--- src/rtl/pincel_pkg.sv ---
// pincel_pkg: shared constants, FSM states and coordinate type for pincel_tracker
package pincel_pkg;
   localparam int H_RES_DEF = 640;
   localparam int V_RES_DEF = 480;
   typedef logic [10:0] coord_t;
   typedef enum logic [2:0] {IDLE, DIVIDE, FILTER, MISS, OUT} state_t;
endpackage

--- src/rtl/pincel_tracker_if.sv ---
// pincel_tracker_if: detector inputs and cursor outputs of pincel_tracker
interface pincel_tracker_if #(parameter int IDX_W = 20, parameter int COORD_W = 11);
   logic               vsync;
   logic [IDX_W-1:0]   detect_pos;
   logic               achou;
   logic [COORD_W-1:0] x_out;
   logic [COORD_W-1:0] y_out;
   logic               pos_valid;
   logic               pincel_ativo;
   modport master (output vsync, detect_pos, achou, input x_out, y_out, pos_valid, pincel_ativo);
   modport slave (input vsync, detect_pos, achou, output x_out, y_out, pos_valid, pincel_ativo);
endinterface

--- src/rtl/seq_div_const.sv ---
// seq_div_const: start/done restoring divider, one quotient bit per cycle over W cycles
module seq_div_const #(
   parameter int W     = 20,
   parameter int OUT_W = 11
) (
   input  logic             clk,
   input  logic             reset,
   input  logic             start,
   input  logic [W-1:0]     dividend,
   input  logic [W-1:0]     divisor,
   output logic [OUT_W-1:0] quotient,
   output logic [OUT_W-1:0] remainder,
   output logic             done
);
   localparam int CW = $clog2(W + 1);
   logic [W-1:0]  q_q, q_d;
   logic [W:0]    r_q, r_d, trial;
   logic [CW-1:0] cnt_q, cnt_d;
   logic          fit;
   always_comb begin
      trial = (r_q << 1) | (W+1)'(q_q[W-1]);
      fit = trial >= {1'b0, divisor};
      done = cnt_q == CW'(1);
      q_d = q_q;
      r_d = r_q;
      cnt_d = cnt_q;
      if (start) begin
         q_d = dividend;
         r_d = '0;
         cnt_d = CW'(W);
      end else if (cnt_q != '0) begin
         r_d = fit ? trial - {1'b0, divisor} : trial;
         q_d = {q_q[W-2:0], fit};
         cnt_d = cnt_q - 1'b1;
      end
   end
   always_ff @(posedge clk) begin
      if (reset) begin
         q_q <= '0;
         r_q <= '0;
         cnt_q <= '0;
      end else begin
         q_q <= q_d;
         r_q <= r_d;
         cnt_q <= cnt_d;
      end
   end
   assign quotient = q_q[OUT_W-1:0];
   assign remainder = r_q[OUT_W-1:0];
endmodule

--- src/rtl/pincel_tracker.sv ---
// pincel_tracker: per-frame spot index -> filtered, debounced cursor; PINCEL_TRACKER_DEADZONE_EN holds small moves
module pincel_tracker import pincel_pkg::*; #(
   parameter int H_RES       = H_RES_DEF,
   parameter int V_RES       = V_RES_DEF,
   parameter int IDX_W       = 20,
   parameter int COORD_W     = 11,
   parameter int ALPHA_SHIFT = 2,
   parameter int MISS_LIMIT  = 4,
   parameter int DEADZONE    = 3
) (
   input logic             clk,
   input logic             reset,
   pincel_tracker_if.slave bus
);
   localparam int MW = $clog2(MISS_LIMIT + 1);
   localparam logic [IDX_W-1:0] N_PIX = IDX_W'(H_RES * V_RES);
   localparam logic signed [COORD_W:0] DZ = (COORD_W+1)'(DEADZONE);
`ifdef PINCEL_TRACKER_DEADZONE_EN
   localparam bit DZ_EN = 1'b1;
`else
   localparam bit DZ_EN = 1'b0;
`endif
   state_t                    state_q, state_d;
   logic [2:0]                vs_q, vs_d;
   logic [1:0]                ac_q, ac_d;
   logic [COORD_W-1:0]        x_f_q, x_f_d, y_f_q, y_f_d, x_out_q, x_out_d, y_out_q, y_out_d;
   logic [COORD_W-1:0]        x_new, y_new;
   logic [MW-1:0]             miss_q, miss_d;
   logic                      first_q, first_d, act_q, act_d, pv_q, pv_d;
   logic                      trig, start, done, in_dz;
   logic signed [COORD_W:0]   dx, dy;
   seq_div_const #(.W(IDX_W), .OUT_W(COORD_W)) u_div (
      .clk(clk), .reset(reset), .start(start), .dividend(bus.detect_pos),
      .divisor(IDX_W'(H_RES)), .quotient(y_new), .remainder(x_new), .done(done)
   );
   always_comb begin
      vs_d = {vs_q[1:0], bus.vsync};
      ac_d = {ac_q[0], bus.achou};
      trig = vs_q[1] & ~vs_q[2];
      dx = $signed({1'b0, x_new}) - $signed({1'b0, x_f_q});
      dy = $signed({1'b0, y_new}) - $signed({1'b0, y_f_q});
      in_dz = DZ_EN && (dx[COORD_W] ? -dx : dx) <= DZ && (dy[COORD_W] ? -dy : dy) <= DZ;
      state_d = state_q;
      start = 1'b0;
      first_d = first_q;
      act_d = act_q;
      miss_d = miss_q;
      x_f_d = x_f_q;
      y_f_d = y_f_q;
      x_out_d = x_out_q;
      y_out_d = y_out_q;
      pv_d = 1'b0;
      case (state_q)
         IDLE: if (trig) begin
            start = ac_q[1] && bus.detect_pos < N_PIX;
            state_d = start ? DIVIDE : MISS;
         end
         DIVIDE: state_d = done ? FILTER : DIVIDE;
         FILTER: begin
            x_f_d = first_q ? x_new : in_dz ? x_f_q : x_f_q + COORD_W'(dx >>> ALPHA_SHIFT);
            y_f_d = first_q ? y_new : in_dz ? y_f_q : y_f_q + COORD_W'(dy >>> ALPHA_SHIFT);
            first_d = 1'b0;
            miss_d = '0;
            act_d = 1'b1;
            state_d = OUT;
         end
         MISS: begin
            miss_d = miss_q < MW'(MISS_LIMIT) ? miss_q + 1'b1 : miss_q;
            act_d = miss_d == MW'(MISS_LIMIT) ? 1'b0 : act_q;
            first_d = miss_d == MW'(MISS_LIMIT) ? 1'b1 : first_q;
            state_d = IDLE;
         end
         OUT: begin
            x_out_d = x_f_q;
            y_out_d = y_f_q;
            pv_d = 1'b1;
            state_d = IDLE;
         end
         default: state_d = IDLE;
      endcase
   end
   always_ff @(posedge clk) begin
      if (reset) begin
         state_q <= IDLE;
         vs_q <= '0;
         ac_q <= '0;
         x_f_q <= '0;
         y_f_q <= '0;
         x_out_q <= '0;
         y_out_q <= '0;
         miss_q <= '0;
         first_q <= 1'b1;
         act_q <= 1'b0;
         pv_q <= 1'b0;
      end else begin
         state_q <= state_d;
         vs_q <= vs_d;
         ac_q <= ac_d;
         x_f_q <= x_f_d;
         y_f_q <= y_f_d;
         x_out_q <= x_out_d;
         y_out_q <= y_out_d;
         miss_q <= miss_d;
         first_q <= first_d;
         act_q <= act_d;
         pv_q <= pv_d;
      end
   end
   assign bus.x_out = x_out_q;
   assign bus.y_out = y_out_q;
   assign bus.pos_valid = pv_q;
   assign bus.pincel_ativo = act_q;
endmodule

--- src/flat_wrapper.sv ---
// flat-port wrapper written by rule: the top's interface ports become plain ports
module pincel_tracker_flat import pincel_pkg::*;
#(
   parameter int H_RES       = H_RES_DEF,
   parameter int V_RES       = V_RES_DEF,
   parameter int IDX_W       = 20,
   parameter int COORD_W     = 11,
   parameter int ALPHA_SHIFT = 2,
   parameter int MISS_LIMIT  = 4,
   parameter int DEADZONE    = 3
)
  (clk, reset, bus_vsync, bus_detect_pos, bus_achou, bus_x_out, bus_y_out, bus_pos_valid, bus_pincel_ativo);
  pincel_tracker_if #(.IDX_W(IDX_W), .COORD_W(COORD_W)) bus_i ();
  input logic clk;
  input logic reset;
  input wire logic [$bits(bus_i.vsync)-1:0] bus_vsync;
  input wire logic [$bits(bus_i.detect_pos)-1:0] bus_detect_pos;
  input wire logic [$bits(bus_i.achou)-1:0] bus_achou;
  output wire logic [$bits(bus_i.x_out)-1:0] bus_x_out;
  output wire logic [$bits(bus_i.y_out)-1:0] bus_y_out;
  output wire logic [$bits(bus_i.pos_valid)-1:0] bus_pos_valid;
  output wire logic [$bits(bus_i.pincel_ativo)-1:0] bus_pincel_ativo;
  assign bus_i.vsync = bus_vsync;
  assign bus_i.detect_pos = bus_detect_pos;
  assign bus_i.achou = bus_achou;
  assign bus_x_out = bus_i.x_out;
  assign bus_y_out = bus_i.y_out;
  assign bus_pos_valid = bus_i.pos_valid;
  assign bus_pincel_ativo = bus_i.pincel_ativo;
  pincel_tracker #(.H_RES(H_RES), .V_RES(V_RES), .IDX_W(IDX_W), .COORD_W(COORD_W), .ALPHA_SHIFT(ALPHA_SHIFT), .MISS_LIMIT(MISS_LIMIT), .DEADZONE(DEADZONE)) u_core (.clk(clk), .reset(reset), .bus(bus_i));
endmodule
--- config.mk ---
export PLATFORM = sky130hd
export DESIGN_NAME = pincel_tracker_flat
export DESIGN_NICKNAME = d
export VERILOG_FILES = /design/src/rtl/pincel_pkg.sv /design/src/rtl/pincel_tracker_if.sv /design/src/rtl/seq_div_const.sv /design/src/rtl/pincel_tracker.sv /design/src/flat_wrapper.sv
export SDC_FILE = /design/constraint.sdc
export NUM_CORES = 1
export LEC_CHECK = 0
export ABC_CLOCK_PERIOD_IN_PS = 3600
export BUFFER_PORTS_ARGS = -buffer_cell sky130_fd_sc_hd__buf_2
export CORE_AREA = 2 2 112 114
export DETAILED_ROUTE_END_ITERATION = 8
export DIE_AREA = 0 0 114 116
export MAX_ROUTING_LAYER = met4
export PLACE_DENSITY_LB_ADDON = 0.3
export SYNTH_ARGS = -nofsm -noshare
export SYNTH_HDL_FRONTEND = slang
export SYNTH_HIERARCHICAL = 1
export SYNTH_SLANG_ARGS = --single-unit
--- constraint.sdc ---
create_clock -name clk -period 3.6 [get_ports clk]
set_input_delay 0.9 -clock clk [delete_from_list [all_inputs] [get_ports clk]]
set_output_delay 0.9 -clock clk [all_outputs]
set_load 0.005 [all_outputs]
==> results of run 1 <==
-- report_power, final --
group	total [µW]	internal, µW	switching, µW	leakage, µW
Clock	1080	622	463	0.000160
Combinational	2630	1140	1490	0.00244
Sequential	1370	1250	120	0.000837
-- per-layer routing --
metal / GRT usage, % / vias to the layer above / part of all wire, %
met3: 4.76 / 16 / 4.3
met2: 39.5 / 131 / 45
li1: - / 3291 / -
met1: 34.3 / 2934 / 49
met5: - / - / 0
met4: 7.72 / 0 / 1.4
-- layout by cell type, fill, tap and decap left out, types with 10 or more instances in the layout --
cell type and n:
nand3b_1 10, xor2_1 16, inv_1 56, o211ai_1 10, nor2b_1 12, a211oi_1 23
mux2i_1 33, xnor2_1 22, nor2_1 98, o21ai_0 37, buf_4 13, buf_2 47
a21oi_1 94, conb_1 21, nand2_1 99, nor3_1 18, a21o_1 16, dfxtp_1 101
o21a_1 14, ha_1 65
-- how the worst max path moves through the flow --
stage               cells past startpoint  slack (ns)          endpoint
CTS                                    15         0.1   u_core/x_f_q[6]
global route                           13        0.04   u_core/x_f_q[9]
floorplan                              15        0.39   u_core/x_f_q[6]
global placement                       15        0.25   u_core/x_f_q[6]
finish                                 15        0.22  u_core/y_f_q[10]
detailed placement                     15        0.12   u_core/x_f_q[6]
-- worst register-to-register path: stages, from the launching register on --
cell and delay (ns):
dfxtp_2 0.38, inv_1 0.06, ha_1 0.35, a21o_1 0.18
a31o_2 0.24, nand4_1 0.09, nand3_1 0.11, a21oi_1 0.21
xnor2_1 0.14, ha_1 0.30, or3_1 0.39, a21oi_1 0.25
o31a_1 0.21, nand2_1 0.07, mux2i_1 0.19, nor4_2 0.07
-- Yosys cell counts (3+ instances only) --
master,number
nand2_1,100
o211ai_1,10
a41oi_1,3
o31a_1,3
nor4_1,5
nand3_1,8
nand3b_1,10
o31ai_2,3
ha_1,66
nand2b_1,7
nor3_1,18
xor2_1,16
o21a_1,14
xnor2_1,22
o21bai_1,4
a21o_1,16
o31ai_1,3
o41ai_1,3
o21ai_0,38
fa_1,3
buf_4,24
a211oi_1,24
a2111oi_0,3
o221ai_1,3
o22ai_1,6
inv_1,56
dfxtp_1,103
a31oi_1,8
nor2b_1,12
clkbuf_1,34
mux2i_1,33
o21ai_1,5
and3_1,7
a21oi_1,95
buf_2,5
o211a_1,4
nor2_1,98
or3_1,5
nand4_1,9
-- registers in the layout, summed over array words and instances, names as in the netlist --
signal                   count
u_core/u_div/q_q            20
u_core/y_f_q                11
u_core/bus.pincel_ativo      1
u_core/first_q               1
u_core/bus.x_out            11
u_core/ac_q                  2
u_core/vs_q                  3
u_core/u_div/r_q            20
u_core/state_q               3
u_core/u_div/cnt_q           5
u_core/bus.y_out            11
u_core/x_f_q                11
u_core/bus.pos_valid         1
u_core/miss_q                3
-- metrics by stage --
stage	hold WS (ns)	instance area, µm²
floorplan	0.414	7390
global placement	0.420	7570
detailed placement	0.422	7570
CTS	0.440	7900
global route	0.462	7970
finish	0.439	7970
-- what timing repair did --
| item | CTS | global route |
|---|---|---|
| hold buffers | 0 | 0 |
| buffers inserted | 0 | 1 |
| gates resized for setup | 0 | 11 |
| setup endpoints to repair | 0 | 6 |
-- layout make-up --
| cell class | count | area (µm²) |
|---|---|---|
| Multi-Input combinational cell | 721 | 4840 |
| Fill cell | 1029 | 3950 |
| Sequential cell | 103 | 2060 |
| Timing Repair Buffer | 60 | 333 |
| Clock buffer | 10 | 229 |
| Inverter | 56 | 210 |
| Tap cell | 147 | 184 |
| Clock inverter | 6 | 103 |
-- cell families (layout without fill, tap and decap cells) --
kind of cell | Yosys count | after routing
AO/OA/AOI/OAI | 263 | 263
XOR/XNOR | 38 | 38
adder cells (fa/ha/maj) | 69 | 69
buffers and inverters | 122 | 132
flip-flops | 103 | 103
multiplexers | 35 | 35
other | 2 | 21
AND/OR/NAND/NOR | 295 | 295
==> qor.json, run 1 <==
{
  "synth_compound_area_share": {"value": 23.7, "unit": "%"},
  "min_to": {"value": "u_core/vs_q[1]"},
  "post_synth_instance_area": {"value": 0.00732, "unit": "mm²"},
  "flow.area_growth_from_synthesis": {"value": 8.80, "unit": "%"},
  "place_worst_setup_slack": {"value": 0.118, "unit": "ns"},
  "grt_max_degree": {"value": 45},
  "yosys_warnings": {"value": 6},
  "critical-path-slowest-cell": {"value": "or3_1"},
  "cts.root.buffer_cell": {"value": "clkbuf_16"},
  "path_cells": {"value": "inv_1, ha_1, a21o_1, a31o_2, nand4_1, nand3_1, a21oi_1, xnor2_1, ha_1, or3_1, a21oi_1, o31a_1, nand2_1, mux2i_1, nor4_2"},
  "clock_tree_from_tritoncts": {"value": "built"},
  "regToRegEndpoint": {"value": "u_core/y_f_q[10]"},
  "clock_path_buffers": {"value": 2},
  "detailedRoute.firstPassIterationCount": {"value": 5},
  "worstHoldStart": {"value": "u_core/vs_q[0]"},
  "tritoncts_num_sinks": {"value": 103},
  "worst_setup_hold_path_clk_slew": {"value": 0.08, "unit": "ns"},
  "ff2ff_path_depth": {"value": 15},
  "critical_path.max_stage_delay": {"value": 0.39, "unit": "ns"},
  "final-max-slew-violation-count": {"value": 0},
  "synth_ff_type": {"value": "dfxtp_1"},
  "die_x": {"value": 114, "unit": "µm"},
  "largest_family_of_logic_cells_by_synthesized_area": {"value": "compound AO/OA/AOI/OAI gates"},
  "synthArstFlopShare": {"value": 0, "unit": "%"},
  "insertedDiodeCount": {"value": 0},
  "wl_per_cell": {"value": 14.5, "unit": "µm"},
  "outcome": {"value": "finished clean"},
  "slew_headroom": {"value": 29.4, "unit": "%"},
  "post_synth_top_area_share": {"value": 28.2, "unit": "%"},
  "dieHeight": {"value": 116, "unit": "µm"},
  "hpwl": {"value": 11300, "unit": "µm"},
  "rsz_0062_raised_after_global_routing": {"value": "false"},
  "yosys_register_bits": {"value": 103},
  "cell_type_contributing_the_most_total_cell_area_after_synthesis": {"value": "dfxtp_1"},
  "finish.cell_count_without_fillers": {"value": 1103},
  "finalSetupViolations": {"value": 0},
  "gpl.final_weighted_congestion": {"value": 0.937},
  "synth.avg_cell_area": {"value": 7.90, "unit": "µm²"},
  "synth_simple_gate_area_share": {"value": 18.8, "unit": "%"},
  "yosysUniqueCellTypes": {"value": 71},
  "detail_route.wirelength": {"value": 16000, "unit": "µm"},
  "fin_tns_setup": {"value": 0, "unit": "ns"},
  "clock_latency_on_the_worst_skew_pair": {"value": 0.36, "unit": "ns"},
  "post_route_cells_drive_above_1_share": {"value": 10.9, "unit": "%"},
  "tightest_slew": {"value": 1.06, "unit": "ns"},
  "regToRegSetupSlack": {"value": 0.22, "unit": "ns"},
  "rows": {"value": 40},
  "antenna_violations_before_repair": {"value": 0},
  "max-cap-violations": {"value": 0},
  "synth_sequential_area_ratio": {"value": 28.2, "unit": "%"},
  "power": {"value": 5080, "unit": "µW"},
  "final_min_period_over_clock_period": {"value": 93.9, "unit": "%"},
  "routed_via_density": {"value": 5.78},
  "via_count": {"value": 6372},
  "maximum_frequency_from_static_timing_analysis": {"value": 0.296, "unit": "GHz"},
  "endpoint_kind": {"value": "flop"},
  "final_nets": {"value": 1044},
  "initial_core_util": {"value": 61.5, "unit": "%"},
  "clock_skew": {"value": 0.0127, "unit": "ns"},
  "synthXorXnorAreaFrac": {"value": 4.55, "unit": "%"},
  "cpLargestDelayFamily": {"value": "compound AO/OA/AOI/OAI gates"},
  "placeableCoreArea": {"value": 0.0119, "unit": "mm²"},
  "post-route-util": {"value": 66.9, "unit": "%"},
  "floorplan.io_pins": {"value": 48},
  "detail_route.drc_violations": {"value": 0},
  "dieArea": {"value": 0.0132, "unit": "mm²"},
  "final_antenna_net_count": {"value": 0},
  "timing.critical_path.buf_inv": {"value": 1},
  "gr-total-overflow": {"value": 0},
  "period_minus_slack": {"value": 3.38, "unit": "ns"},
  "hold_path_depth": {"value": 1},
  "vdd_ir_max": {"value": 0.326, "unit": "mV"},
  "iter_0_drt_violations": {"value": 520},
  "grt_util_all_layers": {"value": 25.6, "unit": "%"},
  "synthCells": {"value": 927},
  "power_per_cell_area": {"value": 638, "unit": "mW/mm²"},
  "worst-endpoint-required": {"value": 3.83, "unit": "ns"},
  "grt_first_pass_wirelength": {"value": 26700, "unit": "µm"},
  "cts_htree_levels": {"value": 3},
  "timing.critical_path.from_type": {"value": "flop"},
  "synth-adder-area-share": {"value": 12.1, "unit": "%"},
  "synth_enable_flop_cells": {"value": 0},
  "hold_path_class": {"value": "reg -> reg"},
  "path_max_fanout": {"value": 4},
  "rr_startpoint": {"value": "u_core/y_f_q[2]"},
  "numCtsBuffers": {"value": 9},
  "dp_cells": {"value": 1086},
  "port-buffer-count": {"value": 47},
  "post_synth_main_area_contributors": {"value": "dfxtp_1 28%, ha_1 11%, a21oi_1 6.5%, nand2_1 5.1%, nor2_1 5.0%"},
  "finalWorstSetupSlack": {"value": 0.221, "unit": "ns"},
  "synth.mux.area_fraction": {"value": 4.82, "unit": "%"},
  "startpoint": {"value": "u_core/y_f_q[2]"},
  "report.final.hold_viol_count": {"value": 0},
  "cp_data_arrival_time": {"value": 3.61, "unit": "ns"},
  "critPathKind": {"value": "reg -> reg"},
  "first_global_vias": {"value": 5708},
  "power_leakage": {"value": 0.00344, "unit": "µW"}
}
Note: power is estimated with default switching activity, not from simulation.
==> inputs of run 2 (changes only) <==
--- a/config.mk
+++ b/config.mk
@@ -7,11 +7,14 @@
 export LEC_CHECK = 0
 export ABC_CLOCK_PERIOD_IN_PS = 3600
 export BUFFER_PORTS_ARGS = -buffer_cell sky130_fd_sc_hd__buf_2
-export CORE_AREA = 2 2 112 114
+export CELL_PAD_IN_SITES_DETAIL_PLACEMENT = 1
+export CELL_PAD_IN_SITES_GLOBAL_PLACEMENT = 2
+export CORE_AREA = 2 2 144 146
 export DETAILED_ROUTE_END_ITERATION = 8
-export DIE_AREA = 0 0 114 116
+export DIE_AREA = 0 0 146 148
 export MAX_ROUTING_LAYER = met4
 export PLACE_DENSITY_LB_ADDON = 0.3
+export RECOVER_POWER = 100
 export SYNTH_ARGS = -nofsm -noshare
 export SYNTH_HDL_FRONTEND = slang
 export SYNTH_HIERARCHICAL = 1
==> run 2 against run 1 <==
Net effect: non-clock buffer count up 12; power fell by 0.18%; critical path depth is 2 lower; core utilization fell by 26 points; die area increased by 63%; register-to-register slack worse by 0.03 ns; worst hold slack improved by 0.013 ns; clock power shrank 5%; combinational power up 2%; global-route usage down 7.2 points; critical path type unchanged; critical endpoint is now u_core/x_f_q[9]; largest power group unchanged.
==> qor.json, run 2 (synthesized netlist as in run 1, its figures left out) <==
{
  "clock_path_buffers": {"value": 2, "change": "unchanged"},
  "regArea": {"value": 0.00206, "unit": "mm²", "change": "about the same"},
  "floorplan.io_pins": {"value": 48, "change": "unchanged"},
  "dp_cells": {"value": 1220, "change": "+12%"},
  "clock_skew": {"value": 0.00539, "unit": "ns", "change": "-0.00730 ns"},
  "die_x": {"value": 146, "unit": "µm", "change": "+28%"},
  "max-cap-violations": {"value": 0, "change": "unchanged"},
  "slew_headroom": {"value": 11.5, "unit": "%", "change": "-18 points"},
  "grt_util_all_layers": {"value": 18.4, "unit": "%", "change": "-7.2 points"},
  "cpLargestDelayFamily": {"value": "compound AO/OA/AOI/OAI gates"},
  "insertedDiodeCount": {"value": 0, "change": "unchanged"},
  "biggestRegsByFlops": {"value": "u_core/u_div/q_q x20, u_core/u_div/r_q x20"},
  "postCtsHoldBufs": {"value": 0, "change": "unchanged"},
  "period_minus_slack": {"value": 3.41, "unit": "ns", "change": "+0.0331 ns"},
  "final_min_period_over_clock_period": {"value": 94.8, "unit": "%", "change": "+0.92 points"},
  "final-max-slew-violation-count": {"value": 0, "change": "unchanged"},
  "fin_tns_setup": {"value": 0, "unit": "ns", "change": "unchanged"},
  "iter_0_drt_violations": {"value": 261, "change": "-50%"},
  "power_leakage": {"value": 0.00344, "unit": "µW", "change": "about the same"},
  "numCtsBuffers": {"value": 9, "change": "unchanged"},
  "initial_core_util": {"value": 36.5, "unit": "%", "change": "-25 points"},
  "multi_input_area": {"value": 0.00480, "unit": "mm²", "change": "-0.90%"},
  "gr-total-overflow": {"value": 0, "change": "unchanged"},
  "clock_tree_from_tritoncts": {"value": "built"},
  "grt_first_pass_wirelength": {"value": 31900, "unit": "µm", "change": "+19%"},
  "clock_latency_on_the_worst_skew_pair": {"value": 0.35, "unit": "ns", "change": "about the same"},
  "detail_route.wirelength": {"value": 18900, "unit": "µm", "change": "+18%"},
  "outcome": {"value": "finished clean"},
  "detail_route.drc_violations": {"value": 0, "change": "unchanged"},
  "seq_power_share": {"value": 26.9, "unit": "%", "change": "about the same"},
  "layout.cells.most_common_list": {"value": "102 x dfxtp_1, 99 x nand2_1, 98 x nor2_1"},
  "hpwl": {"value": 14100, "unit": "µm", "change": "+24%"},
  "final_antenna_net_count": {"value": 0, "change": "unchanged"},
  "cts.root.buffer_cell": {"value": "clkbuf_16"},
  "worst-endpoint-required": {"value": 3.87, "unit": "ns", "change": "+0.04 ns"},
  "tritoncts_num_sinks": {"value": 103, "change": "unchanged"},
  "vdd_ir_max": {"value": 0.274, "unit": "mV", "change": "-16%"},
  "path_cells": {"value": "inv_1, ha_1, a21o_1, a2111oi_1, o21a_1, o21bai_1, a21oi_1, xnor2_1, ha_1, and3_1, a31oi_1, mux2_2, a211oi_1"},
  "wl_per_cell": {"value": 15.3, "unit": "µm", "change": "+5.4%"},
  "switching_share": {"value": 41.9, "unit": "%", "change": "+1.1 points"},
  "critical-path-slowest-cell": {"value": "a2111oi_1"},
  "rows": {"value": 52, "change": "+30%"},
  "grt_max_degree": {"value": 46, "change": "+2.2%"},
  "maximum_frequency_from_static_timing_analysis": {"value": 0.293, "unit": "GHz", "change": "-0.97%"},
  "placeableCoreArea": {"value": 0.0200, "unit": "mm²", "change": "+68%"},
  "report.final.hold_viol_count": {"value": 0, "change": "unchanged"},
  "port-buffer-count": {"value": 47, "change": "unchanged"},
  "mostFrequentLayoutCell": {"value": "dfxtp_1"},
  "timing.critical_path.buf_inv": {"value": 1, "change": "unchanged"},
  "worst_setup_hold_path_clk_slew": {"value": 0.07, "unit": "ns", "change": "about the same"},
  "p_clk_share": {"value": 20.3, "unit": "%", "change": "-1.0 points"},
  "flow.area_growth_from_synthesis": {"value": 10.8, "unit": "%"},
  "post-route-util": {"value": 40.5, "unit": "%", "change": "-26 points"},
  "cts_htree_levels": {"value": 3, "change": "unchanged"},
  "detailedRoute.firstPassIterationCount": {"value": 4, "change": "-1"},
  "dieHeight": {"value": 148, "unit": "µm", "change": "+28%"},
  "routed_via_density": {"value": 5.19, "change": "-10%"},
  "hold_path_class": {"value": "reg -> reg"},
  "rsz_0062_raised_after_global_routing": {"value": "false"},
  "final_nets": {"value": 1056, "change": "+1.1%"},
  "via_count": {"value": 6421, "change": "+0.77%"},
  "finalSetupViolations": {"value": 0, "change": "unchanged"},
  "dieArea": {"value": 0.0216, "unit": "mm²", "change": "+63%"},
  "power_per_cell_area": {"value": 626, "unit": "mW/mm²", "change": "-2.0%"},
  "filler_cell_count": {"value": 2505, "change": "+140%"},
  "path_max_fanout": {"value": 4, "change": "unchanged"},
  "cp_data_arrival_time": {"value": 3.68, "unit": "ns", "change": "+0.07 ns"},
  "endpoint_kind": {"value": "flop"},
  "antenna_violations_before_repair": {"value": 0, "change": "unchanged"},
  "critical_path.max_stage_delay": {"value": 0.39, "unit": "ns", "change": "about the same"},
  "comb_power_share": {"value": 52.8, "unit": "%", "change": "+1.0 points"},
  "net-switching-power": {"value": 2120, "unit": "µW", "change": "+2.4%"},
  "critPathKind": {"value": "reg -> reg"},
  "timing.critical_path.mode_cell": {"value": "ha_1"},
  "tightest_slew": {"value": 1.33, "unit": "ns", "change": "+0.269 ns"},
  "power.internal": {"value": 2950, "unit": "µW", "change": "-2.0%"},
  "finish.cell_count_without_fillers": {"value": 1238, "change": "+12%"},
  "post_route_cells_drive_above_1_share": {"value": 10.7, "unit": "%", "change": "-0.13 points"},
  "timing.critical_path.from_type": {"value": "flop"},
  "first_global_vias": {"value": 6279, "change": "+10%"},
  "gpl.final_weighted_congestion": {"value": 0.782, "change": "-17%"}
}
## run 2: cell count changes in the layout (fill, tap and decap cells not counted), moves of 2 or more
cell      previous run  this run
clkbuf_1             1        11
o21ai_1              6         4
buf_2               47        39
buf_4               13        19
clkbuf_2             0         2
## run 2: layer usage
| layer | global-route usage (%) | wire [µm] | up-vias |
|---|---|---|---|
| li1 | - | - | 3313 |
| met1 | 25.6 | 10100 | 3031 |
| met2 | 28.8 | 8260 | 67 |
| met5 | - | 0 | - |
| met4 | 3.64 | 145 | 0 |
| met3 | 2.62 | 418 | 10 |
## run 2: worst min-delay path, cell delays in order, from the launching register on
cell,delay (ns)
dfxtp_1,0.31
nand2_1,0.05
a21oi_1,0.05
## run 2: repair_timing
| action | CTS | global route |
|---|---|---|
| setup buffers | 0 | 2 |
| endpoints found under the setup margin | 1 | 5 |
| pin swaps | 0 | 2 |
| gates cloned | 0 | 0 |
| resized for setup | 1 | 10 |
## run 2: final timing paths
path / slack, ns / cells past startpoint / start / end
worst max register to register: 0.19 / 13 / u_core/x_f_q[4] / u_core/x_f_q[9]
worst min-delay path: 0.45 / 2 / u_core/bus.y_out[10] / u_core/bus.y_out[10]
worst max-delay path: 0.19 / 13 / u_core/x_f_q[4] / u_core/x_f_q[9]
worst min register to register: 0.45 / 2 / u_core/bus.y_out[10] / u_core/bus.y_out[10]
## run 2: cell type report
cell class / count / area share [%]
Clock buffer: 9 / 2.78
Sequential cell: 103 / 25.4
Timing Repair Buffer: 72 / 4.89
Tap cell: 270 / 4.16
Multi-Input combinational cell: 721 / 59.2
Clock inverter: 7 / 0.987
Inverter: 56 / 2.59
## run 2: power groups by stage
| stage | logic (µW) | registers [µW] | clock network [µW] |
|---|---|---|---|
| 2_1_floorplan | 2170 | 1340 | 0 |
| 3_3_place_gp | 2570 | 1390 | 0 |
| 3_5_place_dp | 2610 | 1390 | 0 |
| 4_1_cts | 2640 | 1370 | 1080 |
| 5_1_grt | 3030 | 1380 | 1120 |
| 6_report | 2680 | 1370 | 1030 |
## run 2: through the flow
step	total power (µW)	hold WS [ns]	instance area [µm²]	setup slack [ns]
2_1_floorplan	3510	0.414	7390	0.387
3_3_place_gp	3960	0.418	7810	0.161
3_5_place_dp	4000	0.435	7810	0.0487
4_1_cts	5080	0.452	8120	0.0781
5_1_grt	5540	0.471	8110	0.000377
6_report	5070	0.452	8110	0.188
==> inputs of run 3 (changes only) <==
--- a/config.mk
+++ b/config.mk
@@ -7,11 +7,11 @@
 export LEC_CHECK = 0
 export ABC_CLOCK_PERIOD_IN_PS = 3600
 export BUFFER_PORTS_ARGS = -buffer_cell sky130_fd_sc_hd__buf_2
-export CELL_PAD_IN_SITES_DETAIL_PLACEMENT = 1
-export CELL_PAD_IN_SITES_GLOBAL_PLACEMENT = 2
-export CORE_AREA = 2 2 144 146
+export CELL_PAD_IN_SITES_DETAIL_PLACEMENT = 0
+export CELL_PAD_IN_SITES_GLOBAL_PLACEMENT = 1
+export CORE_AREA = 2 2 130 132
 export DETAILED_ROUTE_END_ITERATION = 8
-export DIE_AREA = 0 0 146 148
+export DIE_AREA = 0 0 132 134
 export MAX_ROUTING_LAYER = met4
 export PLACE_DENSITY_LB_ADDON = 0.3
 export RECOVER_POWER = 100
==> run 3 against run 2 <==
Net effect: critical path depth did not move; via count decreased by 2.3%; maximum frequency is 0.70% higher; clock skew increased by 0.0021 ns; core utilization grew 8.9 points; first-iteration DRC count is 44% higher; sequential cell count unchanged; routed wire length fell by 13%; design area shrank 0.89%; largest power group unchanged; worst hold slack got worse by 0.011 ns; global-route usage increased by 0.84 points; the flow now finishes with violations (capacitance limit, slew limit).
==> qor.json, run 3 (synthesized netlist as in run 1, its figures left out) <==
{
  "detail_route.drc_violations": {"value": 0, "change": "unchanged"},
  "worst_setup_hold_path_clk_slew": {"value": 0.07, "unit": "ns", "change": "about the same"},
  "floorplan.io_pins": {"value": 48, "change": "unchanged"},
  "worst-endpoint-required": {"value": 3.86, "unit": "ns", "change": "about the same"},
  "cp_data_arrival_time": {"value": 3.65, "unit": "ns", "change": "-0.03 ns"},
  "clock_path_buffers": {"value": 2, "change": "unchanged"},
  "power_per_cell_area": {"value": 624, "unit": "mW/mm²", "change": "-0.21%"},
  "critPathKind": {"value": "reg -> reg"},
  "grt_util_all_layers": {"value": 19.3, "unit": "%", "change": "+0.84 points"},
  "hpwl": {"value": 12000, "unit": "µm", "change": "-15%"},
  "mostFrequentLayoutCell": {"value": "dfxtp_1"},
  "iter_0_drt_violations": {"value": 377, "change": "+44%"},
  "post_route_cells_drive_above_1_share": {"value": 10.2, "unit": "%", "change": "-0.52 points"},
  "clock_tree_from_tritoncts": {"value": "built"},
  "outcome": {"value": "finished with violations"},
  "gr-total-overflow": {"value": 0, "change": "unchanged"},
  "first_global_vias": {"value": 5552, "change": "-12%"},
  "dieHeight": {"value": 134, "unit": "µm", "change": "-9.5%"},
  "report.final.hold_viol_count": {"value": 0, "change": "unchanged"},
  "path_max_fanout": {"value": 4, "change": "unchanged"},
  "final_nets": {"value": 1047, "change": "-0.85%"},
  "clock_skew": {"value": 0.00748, "unit": "ns", "change": "+0.00209 ns"},
  "initial_core_util": {"value": 44.9, "unit": "%", "change": "+8.4 points"},
  "cts.root.buffer_cell": {"value": "clkbuf_16"},
  "slew_headroom": {"value": -3.12, "unit": "%", "change": "-15 points"},
  "critical-path-slowest-cell": {"value": "a2111oi_1"},
  "endpoint_kind": {"value": "flop"},
  "timing.critical_path.buf_inv": {"value": 1, "change": "unchanged"},
  "finalSetupViolations": {"value": 0, "change": "unchanged"},
  "fin_worst_hold_slack": {"value": 0.440, "unit": "ns", "change": "-0.0114 ns"},
  "detailedRoute.firstPassIterationCount": {"value": 4, "change": "unchanged"},
  "failed_checks": {"value": "capacitance limit, slew limit"},
  "power_leakage": {"value": 0.00341, "unit": "µW", "change": "-0.75%"},
  "via_count": {"value": 6274, "change": "-2.3%"},
  "timing.critical_path.mode_cell": {"value": "ha_1"},
  "rr_startpoint": {"value": "u_core/x_f_q[4]"},
  "placeableCoreArea": {"value": 0.0163, "unit": "mm²", "change": "-19%"},
  "cts.repair_timing.setup_buffer_count": {"value": 0, "change": "unchanged"},
  "grt_max_degree": {"value": 45, "change": "-2.2%"},
  "maximum_frequency_from_static_timing_analysis": {"value": 0.295, "unit": "GHz", "change": "+0.70%"},
  "layout.cells.most_common_list": {"value": "103 x dfxtp_1, 99 x nand2_1, 98 x nor2_1"},
  "cts_htree_levels": {"value": 3, "change": "unchanged"},
  "gpl.final_weighted_congestion": {"value": 0.837, "change": "+7.0%"},
  "rows": {"value": 47, "change": "-9.6%"},
  "flow.area_growth_from_synthesis": {"value": 9.81, "unit": "%"},
  "die_x": {"value": 132, "unit": "µm", "change": "-9.6%"},
  "final_antenna_net_count": {"value": 0, "change": "unchanged"},
  "antenna_violations_before_repair": {"value": 0, "change": "unchanged"},
  "biggestRegsByFlops": {"value": "u_core/u_div/q_q x20, u_core/u_div/r_q x20"},
  "grt_first_pass_wirelength": {"value": 27400, "unit": "µm", "change": "-14%"},
  "max-cap-violations": {"value": 1, "change": "+1"},
  "numCtsBuffers": {"value": 9, "change": "unchanged"},
  "vdd_ir_max": {"value": 0.327, "unit": "mV", "change": "+19%"},
  "final-max-slew-violation-count": {"value": 33, "change": "+33"},
  "cpLargestDelayFamily": {"value": "compound AO/OA/AOI/OAI gates"},
  "path_cells": {"value": "inv_1, ha_1, a21o_1, a2111oi_1, o21a_1, o21bai_1, a21oi_1, xnor2_1, ha_1, and3_1, a31oi_1, mux2_2, a211oi_1"},
  "tightest_slew": {"value": 1.55, "unit": "ns", "change": "+0.219 ns"},
  "detail_route.wirelength": {"value": 16400, "unit": "µm", "change": "-13%"},
  "timing.critical_path.from_type": {"value": "flop"},
  "wl_per_cell": {"value": 13.9, "unit": "µm", "change": "-9.1%"},
  "tritoncts_num_sinks": {"value": 103, "change": "unchanged"},
  "rsz_0062_raised_after_global_routing": {"value": "false"},
  "critical_path.max_stage_delay": {"value": 0.38, "unit": "ns", "change": "about the same"},
  "worstHoldStart": {"value": "u_core/ac_q[0]"},
  "final_min_period_over_clock_period": {"value": 94.1, "unit": "%", "change": "-0.66 points"},
  "postCtsHoldBufs": {"value": 0, "change": "unchanged"},
  "insertedDiodeCount": {"value": 0, "change": "unchanged"},
  "clock_latency_on_the_worst_skew_pair": {"value": 0.35, "unit": "ns", "change": "about the same"},
  "period_minus_slack": {"value": 3.39, "unit": "ns", "change": "-0.0236 ns"},
  "startpoint": {"value": "u_core/x_f_q[4]"},
  "post_cts_resize_count": {"value": 0, "change": "-1"},
  "dieArea": {"value": 0.0177, "unit": "mm²", "change": "-18%"},
  "routed_via_density": {"value": 5.32, "change": "+2.6%"},
  "hold_path_class": {"value": "reg -> reg"},
  "fin_tns_setup": {"value": 0, "unit": "ns", "change": "unchanged"},
  "port-buffer-count": {"value": 47, "change": "unchanged"}
}
run 3: changes by cell type in the layout (fill, tap and decap cells not counted), sizes merged:
| cell | change |
|---|---|
| inv | -2 |
| clkinv | -1 |
| clkinvlp | +1 |
| buf | -3 |
| bufinv | +1 |
| clkbuf | -5 |
run 3: cell type report:
type / count / area, µm²
Clock buffer: 10 / 229
Clock inverter: 6 / 92.6
Fill cell: 1681 / 8250
Inverter: 56 / 210
Multi-Input combinational cell: 721 / 4830
Sequential cell: 103 / 2060
Tap cell: 220 / 275
Timing Repair Buffer: 63 / 343
run 3: worst paths after layout:
check	slack [ns]	cells after the start	to
min	0.44	1	u_core/ac_q[1]
max	0.21	13	u_core/x_f_q[9]
min reg2reg	0.44	1	u_core/ac_q[1]
max reg2reg	0.21	13	u_core/x_f_q[9]
run 3: where the power goes:
group / internal [µW] / switching [µW]
Sequential: 1250 / 117
Clock: 614 / 458
Combinational: 1110 / 1470
Total: 2980 / 2040
run 3: stage by stage:
stage	utilization (%)	cells	setup slack (ns)	instance area (µm²)	power, µW
final	49.4	1179	0.212	8040	5020
after global routing	49.4	1179	0.000739	8040	5430
after CTS	49.2	1179	0.121	8010	5000
after detailed placement	47.2	1163	0.158	7690	3910
after global placement	47.2	1163	0.203	7690	3890
after floorplan	-	946	0.387	7390	3510
run 3: routing by layer:
metal	global-route usage [%]	part of all wire [%]
met1	27.8	54
met2	27.7	42
met3	2.53	2.8
met4	6.34	1.5
met5	-	0
